$ cat src/rtl/counter_pkg.sv
// Shared definitions for the up/down counter slice.
// Holds the default width and the per-edge operation encoding.
package counter_pkg;

  localparam int CNT_WIDTH_DEFAULT = 8;

  typedef logic [1:0] cnt_op_t;

  localparam cnt_op_t OP_HOLD = 2'd0;
  localparam cnt_op_t OP_CLR  = 2'd1;
  localparam cnt_op_t OP_LOAD = 2'd2;
  localparam cnt_op_t OP_STEP = 2'd3;

  // CLR beats LOAD beats EN; nothing asserted means hold.
  function automatic cnt_op_t decode_op(
    input logic clr,
    input logic load,
    input logic en
  );
    cnt_op_t op;
    op = OP_HOLD;
    if (clr) begin
      op = OP_CLR;
    end else if (load) begin
      op = OP_LOAD;
    end else if (en) begin
      op = OP_STEP;
    end
    return op;
  endfunction

endpackage

$ cat src/rtl/counter_next_val.sv
// Combinational step value for the modulus counter.
// Ports: q_i, up_i, limit_i in; nxt_o (value after one step), wrap_hit_o out.
module counter_next_val
  import counter_pkg::*;
#(
  parameter int WIDTH = CNT_WIDTH_DEFAULT
) (
  input  logic [WIDTH-1:0] q_i,
  input  logic             up_i,
  input  logic [WIDTH-1:0] limit_i,
  output logic [WIDTH-1:0] nxt_o,
  output logic             wrap_hit_o
);

  logic up_wrap;
  logic dn_wrap;

  // Up wraps on >= so a lowered limit below q snaps back to 0.
  assign up_wrap = (q_i >= limit_i);
  assign dn_wrap = (q_i == '0);

  always_comb begin
    nxt_o      = q_i;
    wrap_hit_o = 1'b0;
    if (up_i) begin
      wrap_hit_o = up_wrap;
      nxt_o      = up_wrap ? '0 : q_i + WIDTH'(1);
    end else begin
      wrap_hit_o = dn_wrap;
      nxt_o      = dn_wrap ? limit_i : q_i - WIDTH'(1);
    end
  end

endmodule

$ cat src/rtl/counter_updn_mod.sv
// Synchronous up/down counter with modulus, load, clear and wrap flags.
// Ports: CLK, RST(n), EN, UP, LOAD, D, CLR, LIMIT in; Q, NQ, TC, WRAP, OVF out.
module counter_updn_mod
  import counter_pkg::*;
#(
  parameter int WIDTH = CNT_WIDTH_DEFAULT
) (
  input  logic             CLK,
  input  logic             RST,
  input  logic             EN,
  input  logic             UP,
  input  logic             LOAD,
  input  logic [WIDTH-1:0] D,
  input  logic             CLR,
  input  logic [WIDTH-1:0] LIMIT,
  output logic [WIDTH-1:0] Q,
  output logic [WIDTH-1:0] NQ,
  output logic             TC,
  output logic             WRAP,
  output logic             OVF
);

  logic [WIDTH-1:0] cnt_q;
  logic [WIDTH-1:0] cnt_d;
  logic             wrap_q;
  logic             wrap_d;
  logic             ovf_q;
  logic             ovf_d;

  cnt_op_t          op;
  logic [WIDTH-1:0] step_val;
  logic             wrap_hit;

  counter_next_val #(
    .WIDTH(WIDTH)
  ) u_next (
    .q_i       (cnt_q),
    .up_i      (UP),
    .limit_i   (LIMIT),
    .nxt_o     (step_val),
    .wrap_hit_o(wrap_hit)
  );

  assign op = decode_op(CLR, LOAD, EN);

  always_comb begin
    cnt_d  = cnt_q;
    wrap_d = 1'b0;
    ovf_d  = ovf_q;
    case (op)
      OP_CLR: begin
        cnt_d = '0;
        ovf_d = 1'b0;
      end
      OP_LOAD: begin
        cnt_d = D;
      end
      OP_STEP: begin
        cnt_d  = step_val;
        wrap_d = wrap_hit;
        ovf_d  = ovf_q | wrap_hit;
      end
      default: begin
        cnt_d = cnt_q;
      end
    endcase
  end

  always_ff @(posedge CLK or negedge RST) begin
    if (!RST) begin
      cnt_q  <= '0;
      wrap_q <= 1'b0;
      ovf_q  <= 1'b0;
    end else begin
      cnt_q  <= cnt_d;
      wrap_q <= wrap_d;
      ovf_q  <= ovf_d;
    end
  end

  // TC predicts WRAP for the coming edge.
  assign TC   = (op == OP_STEP) & wrap_hit;
  assign Q    = cnt_q;
  assign NQ   = ~cnt_q;
  assign WRAP = wrap_q;
  assign OVF  = ovf_q;

endmodule

$ cat config.mk
export PLATFORM = sky130hd
export DESIGN_NAME = counter_updn_mod
export DESIGN_NICKNAME = d
export VERILOG_FILES = /design/src/rtl/counter_pkg.sv /design/src/rtl/counter_next_val.sv /design/src/rtl/counter_updn_mod.sv
export SDC_FILE = /design/constraint.sdc
export NUM_CORES = 1
export LEC_CHECK = 0
export ABC_CLOCK_PERIOD_IN_PS = 4250
export CORE_MARGIN = 1
export CORE_UTILIZATION = 45
export CTS_CLUSTER_SIZE = 20
export DETAILED_ROUTE_END_ITERATION = 8
export HOLD_SLACK_MARGIN = 0.08
export PLACE_DENSITY = 0.84
export SYNTH_ARGS = -nofsm -noshare
export SYNTH_HDL_FRONTEND = slang
export SYNTH_HIERARCHICAL = 1
export SYNTH_SLANG_ARGS = --single-unit
$ cat constraint.sdc
create_clock -name CLK -period 4.25 [get_ports CLK]
set_input_delay 0.85 -clock CLK [delete_from_list [all_inputs] [get_ports CLK]]
set_output_delay 0.85 -clock CLK [all_outputs]
set_load 0.005 [all_outputs]
# [Word-level counts from Yosys, hierarchy flattened]
# Cells that the tools add are included.
[totals] register_bits=10 output_inout_bits=19 word_cells=25
[op_classes] addsub=2 magnitude_cmp=1 eq_ne=3 muxes=10 n_bitwise=3 n_reduce_logical=3
[ops] operator="8-bit 2-to-1 mux" count=3
[ops] operator="8-bit case mux with 3 select lines" count=1
[ops] operator="8-bit by 1-bit adder with 8-bit output (second input constant)" count=1
[ops] operator="8-bit greater-or-equal comparator" count=1
[ops] operator="8-bit logical NOT" count=1
[ops] operator="8-bit inverter" count=1
[ops] operator="8-bit by 1-bit subtractor with 8-bit output (second input constant)" count=1
[ops] operator="2-bit 2-to-1 mux" count=3
[ops] operator="2-bit equality test (second input constant)" count=2
[ops] operator="3-bit nonzero test" count=1
[ops] operator="2-bit by 1-bit equality test with 1-bit output (second input constant)" count=1
[ops] operator="1-bit 2-to-1 mux" count=2
[ops] operator="1-bit case mux with 2 select lines" count=1
[ops] operator="2-bit nonzero test" count=1
[ops] operator="1-bit AND" count=1
[ops] operator="1-bit bitwise OR" count=1

# [Longest topological paths before layout]
# Gate-level depths: netlist (run 1).
[logic_depth] word_depth=5 depth_mapped=8

# [Modules after synthesis]
# The synthesis (run 1) kept the hierarchy.
[modules_own_cells] mod="counter_next_val" n_inst=1 cells_each=88 area_per_inst_um2=651.9
[modules_own_cells] mod="counter_updn_mod" n_inst=1 cells_each=49 area_per_inst_um2=509.2

# [Worst setup path after synthesis (run 1)]
# Ideal clock, no wire load.
[synth_timing] path_type="in2out" start="input port LIMIT[3]" end="output port TC" arrival_time_ns=2.171 path_slack_ns=1.229 path_stages=8 n_path_buf=0 cell_sequence="inv_1 -> ha_1 -> o211ai_1 -> o21a_1 -> o21ai_1 -> o21a_1 -> nand3b_1 -> nor2_1"
[synth_between] elab_chain_len=3
[synth_lines] item="start: declaration" line_no="counter_updn_mod.sv:15" rtl="input logic [WIDTH-1:0] LIMIT,"
[synth_lines] item="8-bit greater-or-equal comparator" line_no="counter_next_val.sv:19" rtl="assign up_wrap = (q_i >= limit_i);"
[synth_lines] item="1-bit 2-to-1 mux" line_no="counter_next_val.sv:25" rtl="if (up_i) begin"
[synth_lines] item="named net wrap_hit" line_no="counter_updn_mod.sv:32" rtl="logic wrap_hit;"
[synth_lines] item="1-bit AND" line_no="counter_updn_mod.sv:82" rtl="assign TC = (op == OP_STEP) & wrap_hit;"
[synth_lines] item="end: declaration" line_no="counter_updn_mod.sv:18" rtl="output logic TC,"
# The timed path passes the listed nets, and every way through them passes these cells.

# [Worst setup path after layout (run 1)]
# Ends and elaborated chain as after synthesis.

==> results of run 1 <==
worst reg2reg max path, delay by kind of cell, from the launching register on:
family,cells,cell delay [ns]
compound gates,2,0.52
simple gates,3,1.08
mux,1,0.12
flops,1,0.52
metal layers:
layer / part of all wire [%] / track usage, % / vias up
met4: 1.0 / 6.58 / 0
met1: 43 / 25.5 / 508
met2: 51 / 40.3 / 46
li1: - / - / 564
met5: 0 / 0 / -
met3: 5.0 / 3.19 / 5
registers in the layout, indices dropped and copies added (netlist names):
register	cells
WRAP	1
Q	8
OVF	1
power breakdown:
part           internal, mW  switching (mW)  leakage, nW
Clock                0.0520          0.0312       0.0210
Combinational        0.0936          0.0704        0.554
Sequential            0.102          0.0201        0.131
layout make-up:
| type | instances | area, um^2 |
|---|---|---|
| timing repair buffer | 42 | 415 |
| tap | 30 | 37.5 |
| clock buffer | 4 | 36.3 |
| sequential | 10 | 250 |
| inverter | 20 | 75.1 |
| fill | 218 | 847 |
| multi-input combinational | 100 | 793 |
per-stage QoR:
| step | worst slack (ns) | total power [mW] | hold WS, ns |
|---|---|---|---|
| global route | 0.186 | 0.394 | 0.564 |
| CTS | 0.335 | 0.370 | 0.532 |
| floorplan | 1.23 | 0.217 | 0.511 |
| finish | 0.316 | 0.369 | 0.528 |
| global placement | 0.430 | 0.281 | 0.513 |
| detailed placement | 0.346 | 0.287 | 0.518 |
kinds of logic after synthesis:
kind of cell	after synthesis	synth area share [%]
simple gates	40	21.1
xor+xnor	9	6.79
buf+inv	27	10.1
compound gates	29	18.9
mux	11	9.70
flops	10	21.6
fa+ha+maj	11	11.9
worst paths after layout:
| kind | slack [ns] | from | cells after the start | end |
|---|---|---|---|---|
| max | 0.32 | LIMIT[3] | 10 | TC |
| max reg2reg | 1.92 | Q[4] | 6 | Q[3] |
| min reg2reg | 0.53 | OVF | 2 | OVF |
| min in group asynchronous | 0.89 | RST | 1 | Q[4] |
| min | 0.53 | OVF | 2 | OVF |
| max in group asynchronous | 3.06 | RST | 1 | Q[3] |
cell usage after synthesis (2+ instances only):
cell and count:
nor3b_1 2, mux2_2 2, nor2_1 10, a211oi_1 9, nor3_1 2, or3_1 2, xor2_1 7, o21a_1 2
and3_1 3, o22ai_1 2, mux2i_1 9, xnor2_1 2, nand2b_1 2, o211ai_1 2, ha_1 11, inv_1 19
o32ai_1 4, clkbuf_1 4, dfrtp_1 10, buf_6 2, nor2b_1 8, nand3_1 4, a21oi_1 4, nand3b_1 3
==> flow_summary.toml, run 1 <==
[outcome]
outcome = "completed"

[synth]
syn-num-nets = 170
synth_top_area_cell = "dfrtp_1"
ys_ff_latch = 10
ys_warn_count = 6
ys_seq_area_share_pct = 21.6
synth_top_area_share_pct = 21.6
synth_area_leaders = "dfrtp_1 (22%), ha_1 (12%), mux2i_1 (7.8%), inv_1 (6.1%), a211oi_1 (5.8%)"
syn-cell-area_um2 = 1160
ys.flop_type = "dfrtp_1"
ys_types = 36
postSynthCellCount = 137
synth_edf_count = 0
syn_avg_cell_area_um2 = 8.48
synthArstFlopShare_pct = 100

[layout]
drive_gt1_share_pct = 7.95
diodes = 0
layout.nets = 210
final_util_pct = 65.5
mostFrequentLayoutCells = "clkdlybuf4s50_1 (40), inv_1 (19), ha_1 (11)"
final_common_cell = "clkdlybuf4s50_1"
area_delta_synth_final_pct = 38.5
design_area_um2 = 1610
final_cells = 206

[floorplanning]
fp.dieArea_um2 = 2790
die_width_um = 52.8
core_area_um2 = 2450
die_h_um = 52.8
initial_utilization_pct = 47.3
ios = 41
rows = 18

[worst_setup_path]
crit_family = "buffers and inverters"
cp_slowest_cell = "clkdlybuf4s50_1"
crit_path_start_kind = "primary input"
crit_chain = "clkdlybuf4s50_1, inv_1, ha_1, o211ai_1, o21a_1, o21ai_1, o21a_1, nand3b_1, nor2_1, clkdlybuf4s50_1"
cp.required_ns = 3.40
critPathBufInv = 3
crit_path_end_kind = "primary output"
slowest_delay_ns = 0.53
worstPathMaxFanout = 2
critPathArrivalTime_ns = 3.08
critPathKind = "in -> out"

[route]
num_vias = 1123
ant_nets = 0
drt_iter0_markers = 15
drc = 0
vias_per_cell = 5.45
post_drt_wl_per_cell_um = 13.6
dr.pass1.iters = 4
finalWirelength_mm = 2.80

[cts]
clock-sinks = 10
cts_setup_buffers = 0
cts_max_level = 1
cts_root_buf = "clkbuf_4"
hold_buffers = 0
cts_resized = 0
cts_inserted_buffers = 3
clock_path_buffers = 2
cts_tree = "yes"
path_clk_slew_ns = 0.06
insertion_delay_ns = 0.26

[timing]
setup_viol = 0
hold_viol_final = 0
finClkSkew_ns = 0.00213
timing.final.crit_share_pct = 92.6
fin_tns_setup_ns = 0
worst_slew_pin_slew_ns = 0.474
rsz0062_at_grt = "false"
fmaxAchievable_mhz = 254
maxSlewViolCount = 0
maxSlewHeadroom_pct = 68.4
timing.final.crit_period_ns = 3.93

[pwr]
p_leak_nw = 0.706
p_per_area_nw_per_um2 = 230
vdd_drop_max_mv = 0.253

[place]
io_buffers = 40
dp_cells = 202
place_area_um2 = 1570
hpwl_mm = 2.28
gp_congestion = 0.823

[hold_path]
hold_class = "reg -> reg"

[global_route]
grt_overflow = 0
antenna_found_initial = 0
grt_pass1_vias = 1079
grt_pass1_wl_mm = 4.57
grt_max_degree = 15
track_usage_pct = 21.8

[flow_run]
cap_violations = 0
Power figures use the tool's default switching activity.
==> inputs of run 2 (changes only) <==
Settings changed: CORE_UTILIZATION 45 to 48, GPL_ROUTABILITY_DRIVEN set to 0, PLACE_DENSITY 0.84 to 0.89.
==> flow_summary.toml, run 2 (synthesis gave the netlist of run 1 again) <==
[cts]
cts_inserted_buffers = 3
cts_resized = 0
cts_setup_buffers = 0
cts_max_level = 1
hold_buffers = 0
cts_tree = "yes"
path_clk_slew_ns = 0.06
clock-sinks = 10
insertion_delay_ns = 0.26
clock_path_buffers = 2
cts_root_buf = "clkbuf_4"

[worst_setup_path]
crit_path_end_kind = "primary output"
worstPathMaxFanout = 2
critPathKind = "in -> out"
crit_path_start_kind = "primary input"
cp.required_ns = 3.40
critPathArrivalTime_ns = 3.05

[global_route]
antenna_found_initial = 0
grt_max_degree = 15
grt_pass1_wl_mm = 4.37
grt_overflow = 0
track_usage_pct = 22.0
grt_pass1_vias = 1059

[route]
post_drt_wl_per_cell_um = 14.2
vias_per_cell = 5.66
finalWirelength_mm = 2.89
num_vias = 1148
ant_nets = 0
dr.pass1.iters = 4
drt_iter0_markers = 25
drc = 0

[timing]
timing.final.crit_share_pct = 91.8
fmaxAchievable_mhz = 256
maxSlewViolCount = 0
rsz0062_at_grt = "false"
fin_tns_setup_ns = 0
timing.final.crit_period_ns = 3.90
hold_viol_final = 0
setup_viol = 0
whs_ns = 0.531
postLayoutSetupSlackWorst_ns = 0.349
finClkSkew_ns = 0.00279
worst_slew_pin_slew_ns = 0.483
maxSlewHeadroom_pct = 67.8

[place]
io_buffers = 40
dp_cells = 200
hpwl_mm = 2.30
pre_cts_slack_ns = 0.378

[layout]
final_cells = 203
area_delta_synth_final_pct = 37.1
layout.nets = 210
diodes = 0
mostFrequentLayoutCells = "clkdlybuf4s50_1 (40), inv_1 (19), ha_1 (11)"
drive_gt1_share_pct = 7.43
largest_reg_flops = 8
final_common_cell = "clkdlybuf4s50_1"

[floorplanning]
core_area_um2 = 2250
ios = 41
rows = 17
die_width_um = 51.2
fp.dieArea_um2 = 2620
die_h_um = 51.2
initial_utilization_pct = 51.5

[pwr]
power_mw = 0.347
vdd_drop_max_mv = 0.145
p_per_area_nw_per_um2 = 218
p_leak_nw = 0.699

[hold_path]
hold_class = "reg -> reg"

[outcome]
outcome = "completed"

[flow_run]
cap_violations = 0
-- run 2: power by group --
group          total (mW)  switching, mW  internal (mW)
combinational       0.165         0.0710         0.0935
sequential          0.122         0.0202          0.102
clock              0.0603         0.0278         0.0325
-- run 2: layout make-up --
type                       instances  area, um^2
multi-input combinational        100         793
timing repair buffer              42         415
fill                             189         663
tap                               28        35.0
clock buffer                       3        22.5
inverter                          20        75.1
sequential                        10         250
-- run 2: worst max-delay path: stages --
cell             delay, ns
clkdlybuf4s50_1       0.49
inv_1                 0.06
ha_1                  0.28
o211ai_1              0.09
o21a_1                0.17
o21ai_1               0.17
o21a_1                0.17
nand3b_1              0.10
nor2_1                0.14
clkdlybuf4s50_1       0.53
-- run 2: metrics by stage --
stage,utilization (%),instance area (um^2)
2_1_floorplan,-,1160
3_3_place_gp,69.6,1570
3_5_place_dp,69.6,1570
4_1_cts,70.6,1590
5_1_grt,70.6,1590
6_report,70.6,1590
-- run 2: per-layer routing --
layer | global-route usage, % | up-vias | wire length (um)
li1 | - | 560 | -
met1 | 24.5 | 542 | 1240
met2 | 44.3 | 46 | 1500
met3 | 1.79 | 0 | 154
met4 | 4.17 | 0 | 0
met5 | 0 | - | 0
-- run 2: path summary, 6_finish.rpt --
kind | slack, ns | cells after the start | endpoint | start
hold reg to reg | 0.53 | 2 | OVF | OVF
hold / removal | 0.53 | 2 | OVF | OVF
min in group asynchronous | 0.89 | 1 | WRAP | RST
setup / recovery | 0.35 | 10 | TC | LIMIT[2]
max in group asynchronous | 3.07 | 1 | Q[2] | RST
setup reg to reg | 1.85 | 6 | Q[4] | Q[4]
==> variant (config.mk and constraints of run 1) <==
Set the package constant `CNT_WIDTH_DEFAULT` to 10 (it was 8).
--- a/src/rtl/counter_pkg.sv
+++ b/src/rtl/counter_pkg.sv
@@ -2,7 +2,7 @@
 // Holds the default width and the per-edge operation encoding.
 package counter_pkg;
 
-  localparam int CNT_WIDTH_DEFAULT = 8;
+  localparam int CNT_WIDTH_DEFAULT = 10;
 
   typedef logic [1:0] cnt_op_t;
 
Interface: changed (resized D, LIMIT, NQ and Q); port bits go from 41 to 49. The function was not compared with the original's and may differ.
==> variant against run 1 <==
  * Setup slack got worse by 0.026 ns
  * Total power rose by 14%
  * Sequential cell count rose by 2
  * Sequential share of layout area fell by 0.34 points
  * Design area rose by 23%
  * Utilization fell by 1.4 points
  * Routed wire length rose by 22%
  * Synthesized area rose by 27%
  * Non-clock buffer count rose by 8
==> variant: results (changes against run 1) <==
Power
  – Max VDD drop: 0.1699 mV (-33%)
  – LEAKAGE: 0.8437 nW (+19%)

Cells and area
  – NumNets Final: 266 (+27%)
  – Share of cells above drive strength 1: 5.778% (-2.2 points)
  – Max FFs per register: 10 (+2)

Timing
  – Worst hold margin: 0.5238 ns (-0.004664 ns)
  – Worst Skew: 0.0003340 ns (-0.001795 ns)
  – Max-slew headroom: 65.04% (-3.4 points)

Drt
  – DRT met1 WL: 1618 um (+34%)
  – Via-per-instance ratio: 5.227 (-4.1%)
  – Routed wire length on met2: 1535 um (+7.7%)
  – Vias: 1406 (+25%)
  – Metal3 WL: 182 um (+30%)

Synthesis
  – Post-synth top cells: inv_1 (27), ha_1 (13), dfrtp_1 (12), a211oi_1 (11), nor2b_1 (11)
  – Cell variety after synth: 40 (+11%)
  – Synth Net Count: 221 (+30%)
  – Synth top area cells: dfrtp_1 (20%), ha_1 (11%), inv_1 (6.9%)
  – Seq/Total Area, Yosys: 20.30% (-1.2 points)

Status
  – Status: finished clean

Global routing
  – First-pass GRT wire length: 5568 um (+22%)
  – Met2 usage: 32.91% (-7.4 points)
  – Total GRT Usage: 20.83% (-1.0 points)
  – Largest net degree at the start of global routing: 14 (-1)
  – GR Layer Usage met3: 1.310% (-1.9 points)
  – Met1 Track Usage GR: 29.44% (+3.9 points)

Place
  – Port Buffers: 48 (+20%)
  – Placed cell area: 0.001949 mm2 (+24%)
  – Dpl ws: 0.3194 ns (-0.02698 ns)

Worst setup path
  – Setup crit start: LIMIT[7]
  – Reg2reg start: Q[0]
  – Reg2Reg Depth: 9 (+3)
  – Worst path arrival time: 3.11 ns (+0.03 ns)
  – Worst reg2reg setup slack: 1.86 ns (-0.06 ns)

Clock tree
  – Clock transition at the registers of the reported paths: 0.07 ns
[variant: cell types whose count changed after synthesis, moves of 5 or more]
| cell | run 1 | this run |
|---|---|---|
| nand3_1 | 4 | 10 |
| inv_1 | 19 | 27 |
| nand2_1 | 0 | 7 |
| o22ai_1 | 2 | 8 |
| o21ai_0 | 0 | 5 |
| xnor2_1 | 2 | 9 |
[variant: final cells by class]
type | instances | area share, %
inverter | 28 | 5.330
tap | 44 | 2.792
timing repair buffer | 50 | 25.13
clock buffer | 3 | 1.142
multi-input combinational | 132 | 50.38
sequential | 12 | 15.23
[variant: logic make-up (layout without fill, tap and decap cells)]
logic type	Yosys count	in the layout	synth area share [%]
multiplexers	11	11	7.783
AO/OA/AOI/OAI	43	43	19.37
buffers and inverters	38	81	12.52
flip-flops	12	12	20.30
adder cells (fa/ha/maj)	13	13	11.00
AND/OR/NAND/NOR	53	53	21.91
XOR/XNOR	12	12	7.107
[variant: stage by stage]
step / util, % / power (mW)
finish: 64.07 / 0.4214
global route: 64.07 / 0.4573
CTS: 64.07 / 0.4244
detailed placement: 63.33 / 0.3562
global placement: 63.33 / 0.3520
floorplan: - / 0.2793
[variant: worst max-delay path by stage]
| stage | endpoint | slack, ns | cells after the start |
|---|---|---|---|
| 6_report | TC | 0.29 | 10 |
| 5_1_grt | TC | 0.12 | 10 |
| 4_1_cts | TC | 0.31 | 10 |
| 3_5_place_dp | TC | 0.32 | 10 |
| 3_3_place_gp | TC | 0.40 | 9 |
| 2_1_floorplan | TC | 1.55 | 7 |
[variant: report_power, final]
part           switching, mW  internal, mW  leakage (nW)
clock                 0.0340        0.0328        0.0138
combinational         0.0907         0.115         0.673
sequential            0.0270         0.122         0.157
